`src/rtl/module_seg7_scan.sv`:
```
// Time-multiplexed 4-digit 7-segment driver for a packed BCD word.
// Optional leading-zero blanking is enabled by defining LEADING_ZERO_BLANK_EN.
module module_seg7_scan #(
    parameter int SCAN_DIV       = 27000,
    parameter bit SEG_ACTIVE_LOW = 1'b1,
    parameter bit AN_ACTIVE_LOW  = 1'b1
) (
    input  logic        i_clk,
    input  logic        i_rst,
    input  logic [15:0] i_bcd,
    input  logic        i_valid,
    output logic [6:0]  o_seg,
    output logic [3:0]  o_an,
    output logic [1:0]  o_digit
);

    localparam int               CNT_W    = (SCAN_DIV > 1) ? $clog2(SCAN_DIV) : 1;
    localparam logic [CNT_W-1:0] CNT_LAST = CNT_W'(SCAN_DIV - 1);
    localparam logic [6:0]       SEG_INV  = SEG_ACTIVE_LOW ? 7'h7F : 7'h00;
    localparam logic [3:0]       AN_INV   = AN_ACTIVE_LOW  ? 4'hF  : 4'h0;

    logic [15:0]      r_bcd;
    logic [CNT_W-1:0] r_scan_cnt;
    logic [1:0]       r_digit_idx;
    logic [6:0]       r_seg;
    logic [3:0]       r_an;
    logic [1:0]       r_digit;

    logic             w_scan_wrap;
    logic [3:0]       w_nibble;
    logic [6:0]       w_seg_code;
    logic [3:0]       w_lead_zero;
    logic             w_blank;
    logic [6:0]       w_seg_next;
    logic [3:0]       w_an_next;

    always_ff @(posedge i_clk) begin
        if (i_rst) begin
            r_bcd <= '0;
        end else if (i_valid) begin
            r_bcd <= i_bcd;
        end
    end

    assign w_scan_wrap = (r_scan_cnt == CNT_LAST);

    always_ff @(posedge i_clk) begin
        if (i_rst) begin
            r_scan_cnt  <= '0;
            r_digit_idx <= 2'd0;
        end else if (w_scan_wrap) begin
            r_scan_cnt  <= '0;
            r_digit_idx <= r_digit_idx + 2'd1;
        end else begin
            r_scan_cnt  <= r_scan_cnt + CNT_W'(1);
        end
    end

    assign w_nibble = r_bcd[{r_digit_idx, 2'b00} +: 4];

    // Active-high g..a codes; anything outside 0-9 shows a dash
    always_comb begin
        w_seg_code = 7'h40;
        case (w_nibble)
            4'd0:    w_seg_code = 7'h3F;
            4'd1:    w_seg_code = 7'h06;
            4'd2:    w_seg_code = 7'h5B;
            4'd3:    w_seg_code = 7'h4F;
            4'd4:    w_seg_code = 7'h66;
            4'd5:    w_seg_code = 7'h6D;
            4'd6:    w_seg_code = 7'h7D;
            4'd7:    w_seg_code = 7'h07;
            4'd8:    w_seg_code = 7'h7F;
            4'd9:    w_seg_code = 7'h6F;
            default: w_seg_code = 7'h40;
        endcase
    end

`ifdef LEADING_ZERO_BLANK_EN
    // A digit is leading when it and every digit above it are zero; units never blanks
    assign w_lead_zero[3] = (r_bcd[15:12] == 4'h0);
    assign w_lead_zero[2] = w_lead_zero[3] && (r_bcd[11:8] == 4'h0);
    assign w_lead_zero[1] = w_lead_zero[2] && (r_bcd[7:4] == 4'h0);
    assign w_lead_zero[0] = 1'b0;
`else
    assign w_lead_zero = 4'b0000;
`endif

    assign w_blank    = w_lead_zero[r_digit_idx];
    assign w_seg_next = (w_blank ? 7'h00 : w_seg_code) ^ SEG_INV;
    assign w_an_next  = (4'b0001 << r_digit_idx) ^ AN_INV;

    always_ff @(posedge i_clk) begin
        if (i_rst) begin
            r_seg   <= SEG_INV;
            r_an    <= AN_INV;
            r_digit <= 2'd0;
        end else begin
            r_seg   <= w_seg_next;
            r_an    <= w_an_next;
            r_digit <= r_digit_idx;
        end
    end

    assign o_seg   = r_seg;
    assign o_an    = r_an;
    assign o_digit = r_digit;

endmodule
```
`config.mk`:
```
export PLATFORM = sky130hd
export DESIGN_NAME = module_seg7_scan
export DESIGN_NICKNAME = d
export VERILOG_FILES = /design/src/rtl/module_seg7_scan.sv
export SDC_FILE = /design/constraint.sdc
export NUM_CORES = 1
export LEC_CHECK = 0
export ABC_AREA = 1
export BUFFER_PORTS_ARGS = -buffer_cell sky130_fd_sc_hd__clkbuf_2
export CAP_MARGIN = 15
export CORE_ASPECT_RATIO = 0.8
export CORE_MARGIN = 2
export CORE_UTILIZATION = 50
export DETAILED_ROUTE_END_ITERATION = 6
export PLACE_DENSITY = 0.8
export SYNTH_ARGS = -nofsm -noshare
export SYNTH_HDL_FRONTEND = slang
export SYNTH_SLANG_ARGS = --single-unit
```
`constraint.sdc`:
```
create_clock -name i_clk -period 1.9 [get_ports i_clk]
set_input_delay 0.095 -clock i_clk [delete_from_list [all_inputs] [get_ports i_clk]]
set_output_delay 0.095 -clock i_clk [all_outputs]
set_load 0.03 [all_outputs]
```
==> results of run 1 <==
[tightest hold or removal path, cell delays in order]
cell and delay (ns):
clkbuf_2 0.07, nor2_1 0.03, nor2_1 0.08
[stage by stage]
stage | hold WS [ns] | worst slack, ns | area [µm²] | power [mW]
2_1_floorplan | 0.167 | 0.516 | 2030 | 1.18
3_3_place_gp | 0.316 | 0.308 | 2230 | 1.24
3_5_place_dp | 0.318 | 0.180 | 2230 | 1.24
4_1_cts | 0.00897 | 0.161 | 2330 | 1.84
5_1_grt | 0.0137 | 0.0879 | 2330 | 1.90
6_report | 0.0184 | 0.270 | 2330 | 1.82
[registers in the layout, indices dropped and copies added, names as in the netlist]
register,count
r_scan_cnt,15
r_digit_idx,2
o_an,4
o_digit,2
o_seg,7
r_bcd,16
[cell usage in the layout, fill, tap and decap left out, drive strengths merged]
cell         synthesis  layout
nor2                64      64
nand2               60      60
dfxtp               46      46
clkbuf               2      38
nand3               33      33
inv                 21      21
o21ai               16      16
ha                  10      10
a21oi                6       6
xor2                 5       5
nand4                3       3
xnor2                3       3
buf                  5       2
clkinv               0       1
dlygate4sd3          0       1
[cell type report]
type | instances | area [µm²]
Fill cell | 366 | 1520
Clock buffer | 7 | 86.3
Sequential cell | 46 | 922
Tap cell | 55 | 68.8
Timing Repair Buffer | 34 | 180
Multi-Input combinational cell | 200 | 992
Inverter | 21 | 78.8
Clock inverter | 1 | 5.00
[per-layer routing]
layer,wire (µm),vias up,global-route usage,share of wire
li1,-,935,-,-
met1,1990,766,0.266,0.51
met2,1640,49,0.278,0.42
met3,220,5,0.0556,0.056
met4,53,0,0.0752,0.014
met5,0,-,0,0
[worst max path at each step]
| stage | from | endpoint | depth (start not counted) |
|---|---|---|---|
| after floorplan | r_digit_idx[0] | o_seg[5] | 10 |
| after global placement | r_digit_idx[0] | o_seg[5] | 10 |
| after detailed placement | r_digit_idx[0] | o_seg[5] | 10 |
| after CTS | r_digit_idx[0] | o_seg[5] | 10 |
| after global routing | r_digit_idx[0] | o_seg[5] | 10 |
| final | r_digit_idx[1] | o_seg[3] | 7 |
[cell families after synthesis]
kind of cell	after synthesis	share of synthesized area
fa+ha+maj	10	0.0615
xor+xnor	8	0.0344
buf+inv	28	0.0597
compound gates	22	0.0541
simple gates	160	0.338
flops	46	0.453
[power breakdown]
group / internal, mW / switching, mW / total [mW]
Clock: 0.293 / 0.300 / 0.593
Combinational: 0.0686 / 0.125 / 0.193
Sequential: 1.01 / 0.0205 / 1.03
Total: 1.37 / 0.445 / 1.82
[timing repair]
item                                   4_1_cts  5_1_grt
gates resized for setup                      0        1
setup endpoints to repair                    0        4
hold buffers                                 1        0
endpoints found under the hold margin        1        0
==> impl_metrics.csv, run 1 <==
group,metric,value,unit
logic_synthesis,ys_types,21,
layout,area_growth,14.7,%
logic_synthesis,ys_seq_area_frac,0.453,
floorplan,initial_core_util,0.528,
timing,finalHoldViolCount,0,
layout,nets,337,
floorplan,fp.dieArea,4600,µm²
min_path,whs_path_depth,3,
flow_run,maxCapViolations,0,
logic_synthesis,synthesis.nets,303,
placement,place_congestion,0.876,
route,drtIter0Drc,148,
power,p_per_area,778,nW/µm²
placement,place_hpwl,2810,µm
clock_network,postCtsSetupBuffers,0,
clock_network,cts_buffers,5,
logic_synthesis,synth_flop_cell,"dfxtp_1",
power,ir_worst_vdd,505,µV
route,routed_wire_length_per_instance,10.7,µm
route,detail-route-antenna-nets,0,
timing,setup_tns,0,ns
grt,grt_pass1_vias,1470,
grt,grt_overflow,0,
timing,fin_crit_sh,0.858,
critical_path,cp.arrival,1.81,ns
logic_synthesis,syn-instance-count,274,
floorplan,core,3850,µm²
logic_synthesis,ys_ff_latch,46,
clock_network,cts.sinks,46,
grt,grt_use_total,0.190,
logic_synthesis,async_reset_ff_frac,0,
route,first_pass_iters,4,
route,wl,3910,µm
timing,fmax,614,MHz
min_path,min_from,"i_bcd[4]",
clock_network,cts_max_level,2,
layout,drive_gt1_frac,0.175,
layout,fin_util,0.606,
critical_path,cp.required,2.08,ns
critical_path,worst-path-max-fanout,8,
grt,grt_pass1_wl,6620,µm
logic_synthesis,synthesis.area,2030,µm²
timing,finalClockSkew,0.00827,ns
clock_network,clk_pin_slew_worst_paths,0.08,ns
clock_network,cts_tree,"done",
critical_path,crit_family,"flip-flops",
clock_network,clock_path_buffers,2,
critical_path,max_stage_delay,0.52,ns
placement,portBuffers,31,
critical_path,end_kind,"register",
critical_path,cpMaxStageDelayCell,"dfxtp_1",
critical_path,cp_cell_sequence,"inv_2 -> nand3_1 -> nand2_1 -> ha_1 -> nand3_1 -> nand3_1 -> nand3_1",
logic_synthesis,synth_most_common_cell,"nor2_1",
critical_path,reg2reg_to,"o_seg[3]",
logic_synthesis,yosys.area.top_type,"dfxtp_1",
grt,antenna_found_initial,0,
critical_path,reg2reg_depth,7,
floorplan,row_count,20,
layout,num_antenna_cells,0,
route,drc,0,
placement,placedCellCount,355,
timing,fin_crit,1.63,ns
route,vias_per_cell,4.82,
logic_synthesis,synth-edff-count,0,
timing,slew_viol_final,0,
route,vias,1755,
floorplan,die_x,75.3,µm
timing,setup_viol,0,
clock_network,clockRootBuffer,"clkbuf_8",
power,leakage,1.03,nW
status,status,"finished, final reports clean",
min_path,hold_path_class,"in2reg",
grt,grt_max_degree,21,
logic_synthesis,syn_avg_cell_area,7.43,µm²
timing,worst_slew_pin_slew,0.524,ns
critical_path,cp_num_buf_inv,1,
timing,slew_headroom,0.650,
logic_synthesis,synth_common_cells,"nor2_1, nand2_1, dfxtp_1, nand3_1, inv_1",
layout,fin_cells,364,
critical_path,crit_type,"reg2reg",
critical_path,critical_path.most_common_cell,"nand3_1",
critical_path,reg2reg_slack,0.27,ns
floorplan,pin_count,32,
clock_network,clkLatencyLatePin,0.30,ns
timing,rsz0062_at_grt,"false",
critical_path,startpoint_type,"register",
critical_path,r2r-start,"r_digit_idx[1]",
logic_synthesis,post-synth-top-area-fraction,0.453,
logic_synthesis,synth.top_cells.by_area,"dfxtp_1, nor2_1, nand2_1",
floorplan,die_h,61.1,µm
logic_synthesis,yosys_warnings,0,
min_path,hold_end,"r_bcd[4]",
Note: power is estimated with default switching activity, not from simulation.
==> run 2, diff against run 1 <==
--- a/config.mk
+++ b/config.mk
@@ -10,9 +10,9 @@
 export CAP_MARGIN = 15
 export CORE_ASPECT_RATIO = 0.8
 export CORE_MARGIN = 2
-export CORE_UTILIZATION = 50
+export CORE_UTILIZATION = 30
 export DETAILED_ROUTE_END_ITERATION = 6
-export PLACE_DENSITY = 0.8
+export PLACE_DENSITY = 0.56
 export SYNTH_ARGS = -nofsm -noshare
 export SYNTH_HDL_FRONTEND = slang
 export SYNTH_SLANG_ARGS = --single-unit
==> impl_metrics.csv, run 2 (same netlist as run 1, synthesis figures left out) <==
group,metric,value,unit
clock_network,clockRootBuffer,"clkbuf_8",
timing,fin_crit,1.58,ns
layout,nets,338,
timing,setup_tns,0,ns
critical_path,cp_cell_sequence,"buf_4 -> nand2_1 -> nand3_1 -> nand2_1 -> ha_1 -> nand3_1 -> nand3_1 -> nand3_1",
route,wl_met3,176,µm
critical_path,cpMaxStageDelayCell,"dfxtp_1",
clock_network,clock_path_buffers,2,
floorplan,pin_count,32,
route,drc,0,
route,vias_per_cell,4.40,
floorplan,fp.dieArea,7460,µm²
route,vias,1724,
power,leakage,1.03,nW
timing,setup_viol,0,
grt,antenna_found_initial,0,
timing,worst_slew_pin_slew,0.475,ns
timing,rsz0062_at_grt,"false",
layout,regMostFlops,"r_bcd",
min_path,min_from,"i_bcd[3]",
power,p_per_area,762,nW/µm²
timing,fmax,632,MHz
placement,portBuffers,31,
layout,drive_gt1_frac,0.172,
critical_path,max_stage_delay,0.42,ns
clock_network,cts_buffers,5,
route,wirelength_met1,2370,µm
min_path,hold_path_class,"in2reg",
placement,place_congestion,0.793,
critical_path,crit_path_start,"r_digit_idx[0]",
critical_path,cp.arrival,1.76,ns
layout,layout_common_cells,"nor2_1, nand2_1, dfxtp_1, nand3_1, clkbuf_2",
critical_path,r2r-start,"r_digit_idx[0]",
floorplan,die_h,77.7,µm
clock_network,cts.sinks,46,
status,status,"finished, final reports clean",
critical_path,critical_path.most_common_cell,"nand3_1",
placement,place_hpwl,3230,µm
floorplan,die_x,96.1,µm
timing,slew_headroom,0.683,
route,detail-route-antenna-nets,0,
critical_path,end_kind,"register",
clock_network,cts_tree,"done",
clock_network,clk_pin_slew_worst_paths,0.08,ns
grt,grt_use_total,0.128,
floorplan,core,6470,µm²
layout,n_fill_cell,701,
clock_network,clkLatencyLatePin,0.29,ns
timing,finalClockSkew,0.00568,ns
route,wl_met2,1690,µm
critical_path,startpoint_type,"register",
route,first_pass_iters,4,
layout,fin_util,0.366,
layout,final_common_cell,"nor2_1",
timing,slew_viol_final,0,
timing,finalHoldViolCount,0,
critical_path,cp.required,2.08,ns
critical_path,crit_type,"reg2reg",
clock_network,cts_max_level,2,
flow_run,maxCapViolations,0,
clock_network,cts-resized-gates,0,
layout,largest_reg_flops,16,
power,ir_worst_vdd,298,µV
route,drtIter0Drc,49,
grt,grt_overflow,0,
grt,grt_pass1_wl,7590,µm
critical_path,worst-path-max-fanout,9,
timing,fin_crit_sh,0.833,
route,routed_wire_length_per_instance,10.9,µm
grt,grt_pass1_vias,1678,
route,wl,4270,µm
layout,area_growth,16.4,%
layout,num_antenna_cells,0,
grt,grt_max_degree,18,
floorplan,row_count,26,
route,top_layer,"met4",
floorplan,initial_core_util,0.314,
run 2: changes by cell type in the layout (fill, tap and decap cells not counted):
cell      previous run  this run
dfxtp_1             45        46
buf_4                2         3
clkbuf_1             1         0
clkinv_2             1         0
dfxtp_2              1         0
run 2: final cells by class:
type | instances | area (µm²) | area share
clock buffer | 6 | 82.6 | 0.0349
timing repair buffer | 35 | 188 | 0.0793
tap | 84 | 105 | 0.0444
inverter | 21 | 78.8 | 0.0333
sequential | 46 | 921 | 0.389
multi-input combinational | 200 | 992 | 0.419
run 2: final timing paths:
check / endpoint / slack [ns] / depth (start not counted)
min: r_bcd[3] / 0.02 / 3
max reg2reg: o_seg[3] / 0.32 / 8
max: o_seg[3] / 0.32 / 8
min reg2reg: r_scan_cnt[0] / 0.45 / 1
run 2: metrics by stage:
stage / setup slack, ns / hold WS (ns) / cells / total power, mW / area, µm²
floorplan: 0.516 / 0.167 / 274 / 1.18 / 2030
global placement: 0.374 / 0.318 / 385 / 1.25 / 2270
detailed placement: 0.329 / 0.319 / 385 / 1.25 / 2270
CTS: 0.294 / 0.0133 / 392 / 1.84 / 2370
global route: 0.117 / 0.0179 / 392 / 1.91 / 2370
finish: 0.318 / 0.0236 / 392 / 1.80 / 2370
run 2: repair_timing:
| action | CTS | global route |
|---|---|---|
| hold endpoints to repair | 1 | 0 |
| buffers inserted | 0 | 0 |
| hold buffers | 1 | 0 |
run 2: metal layers:
metal,vias up,track usage
met5,-,0
met4,0,0.0343
met3,5,0.0379
met2,27,0.180
met1,756,0.188
li1,936,-
run 2: power breakdown:
group          total (mW)  leakage [nW]  internal, mW  switching (mW)
Sequential           1.03         0.378          1.01          0.0216
Combinational       0.194         0.606        0.0694           0.125
Clock               0.579        0.0431         0.281           0.298
Total                1.80          1.03          1.36           0.444
run 2: worst max-delay path: cells and delay by family (launching register included):
kind,cells,cell delay [ns]
adders and majority gates,1,0.32
buffers and inverters,1,0.20
DFF,1,0.42
and+or+nand+nor,6,0.54
==> run 3, diff against run 2 <==
==> constraint.sdc (replaced) <==
create_clock -name i_clk -period 1.7 [get_ports i_clk]
set_input_delay 0.085 -clock i_clk [delete_from_list [all_inputs] [get_ports i_clk]]
set_output_delay 0.085 -clock i_clk [all_outputs]
set_load 0.03 [all_outputs]
==> impl_metrics.csv, run 3 (same netlist as run 1, synthesis figures left out) <==
group,metric,value,unit
floorplan,initial_core_util,0.314,
placement,place_congestion,0.822,
clock_network,cts.sinks,46,
critical_path,reg2reg_slack,0.17,ns
timing,setup_tns,0,ns
route,drtIter0Drc,65,
floorplan,core,6470,µm²
floorplan,row_count,26,
timing,slew_viol_final,0,
floorplan,die_h,77.7,µm
timing,worst_slew_pin_slew,0.524,ns
critical_path,cp.arrival,1.72,ns
critical_path,worst-path-max-fanout,12,
grt,grt_overflow,0,
layout,largest_reg_flops,16,
critical_path,cp.required,1.89,ns
floorplan,fp.dieArea,7460,µm²
grt,grt_pass1_wl,7620,µm
layout,final_common_cell,"nor2_1",
layout,layout_common_cells,"nor2_1, nand2_1, dfxtp_1, nand3_1, clkbuf_2",
status,status,"finished, final reports clean",
clock_network,clock_path_buffers,2,
min_path,hold_path_class,"in2reg",
grt,grt_pass1_vias,1649,
power,intPower,1.68,mW
clock_network,clkLatencyLatePin,0.30,ns
critical_path,end_kind,"register",
flow_run,maxCapViolations,0,
timing,fmax,655,MHz
critical_path,startpoint_type,"register",
grt,antenna_found_initial,0,
placement,portBuffers,31,
route,detail-route-antenna-nets,0,
layout,regArea,921,µm²
route,wl,4300,µm
clock_network,cts_buffers,5,
route,first_pass_iters,4,
layout,n_fill_cell,684,
grt,grt_max_degree,18,
power,p_per_area,907,nW/µm²
power,switchingPower,527,µW
clock_network,clockRootBuffer,"clkbuf_8",
timing,rsz0062_at_grt,"false",
power,clkPwrFrac,0.378,
critical_path,crit_type,"reg2reg",
timing,fin_crit_sh,0.898,
floorplan,die_x,96.1,µm
timing,setup_viol,0,
clock_network,cts_tree,"done",
clock_network,cts-resized-gates,0,
power,power,2.21,mW
clock_network,postCtsSetupBuffers,0,
layout,nets,342,
clock_network,cts_max_level,2,
route,drc,0,
layout,regMostFlops,"r_bcd",
timing,finalHoldViolCount,0,
power,leakage,1.06,nW
layout,multi_input_area,992,µm²
timing,slew_headroom,0.650,
clock_network,clk_pin_slew_worst_paths,0.09,ns
power,ir_worst_vdd,327,µV
layout,area_growth,19.6,%
layout,drive_gt1_frac,0.179,
floorplan,pin_count,32,
timing,finalClockSkew,0.0119,ns
grt,grt_use_total,0.129,
route,vias,1747,
power,seq_power_share,0.521,
route,routed_wire_length_per_instance,10.8,µm
placement,place_hpwl,3160,µm
layout,num_antenna_cells,0,
power,swShare,0.239,
route,vias_per_cell,4.40,
power,pwr-share-comb,0.101,
timing,fin_crit,1.53,ns
[run 3: worst max-delay path: stages (launching register included)]
cell and delay, ns:
dfxtp_1 0.36, buf_4 0.19, nand2_1 0.06, nand3_1 0.08, nand2_1 0.14, ha_1 0.33
nand3_1 0.10, nand3_1 0.09, nand3_1 0.06
[run 3: area by class of cell]
class	instances	share of cell area
multi-input combinational	200	0.408
sequential	46	0.379
timing repair buffer	39	0.0916
tap	84	0.0432
clock buffer	6	0.0340
inverter	21	0.0324
clock inverter	1	0.0123
[run 3: path summary, 6_finish.rpt]
check / cells past startpoint / to / startpoint
max: 8 / o_seg[3] / r_digit_idx[0]
min: 3 / r_bcd[1] / i_bcd[1]
max reg2reg: 8 / o_seg[3] / r_digit_idx[0]
min reg2reg: 1 / r_scan_cnt[0] / r_scan_cnt[0]
[run 3: routing by layer]
metal	vias up	GRT usage	part of all wire
met5	-	0	0
met4	0	0.0386	0.011
met3	5	0.0388	0.048
met2	30	0.183	0.39
met1	771	0.186	0.55
li1	941	-	-
[run 3: through the flow]
stage	utilization	instances	hold slack, ns	setup slack (ns)	area (µm²)
4_1_cts	0.376	397	0.00124	0.172	2430
3_5_place_dp	0.354	387	0.313	0.207	2290
2_1_floorplan	-	274	0.157	0.316	2030
3_3_place_gp	0.354	387	0.307	0.262	2290
6_report	0.376	397	0.00759	0.173	2430
5_1_grt	0.376	397	0.0138	0.0165	2430
[run 3: timing repair]
item	4_1_cts	5_1_grt
hold buffers	3	0
endpoints found under the hold margin	3	0
endpoints found under the setup margin	0	0
[run 3: power groups by stage]
stage / registers [mW] / clock network, mW / logic (mW)
after floorplan: 1.21 / 0 / 0.117
after global placement: 1.17 / 0 / 0.219
after detailed placement: 1.18 / 0 / 0.218
after CTS: 1.15 / 0.860 / 0.225
after global routing: 1.16 / 0.902 / 0.257
final: 1.15 / 0.833 / 0.223
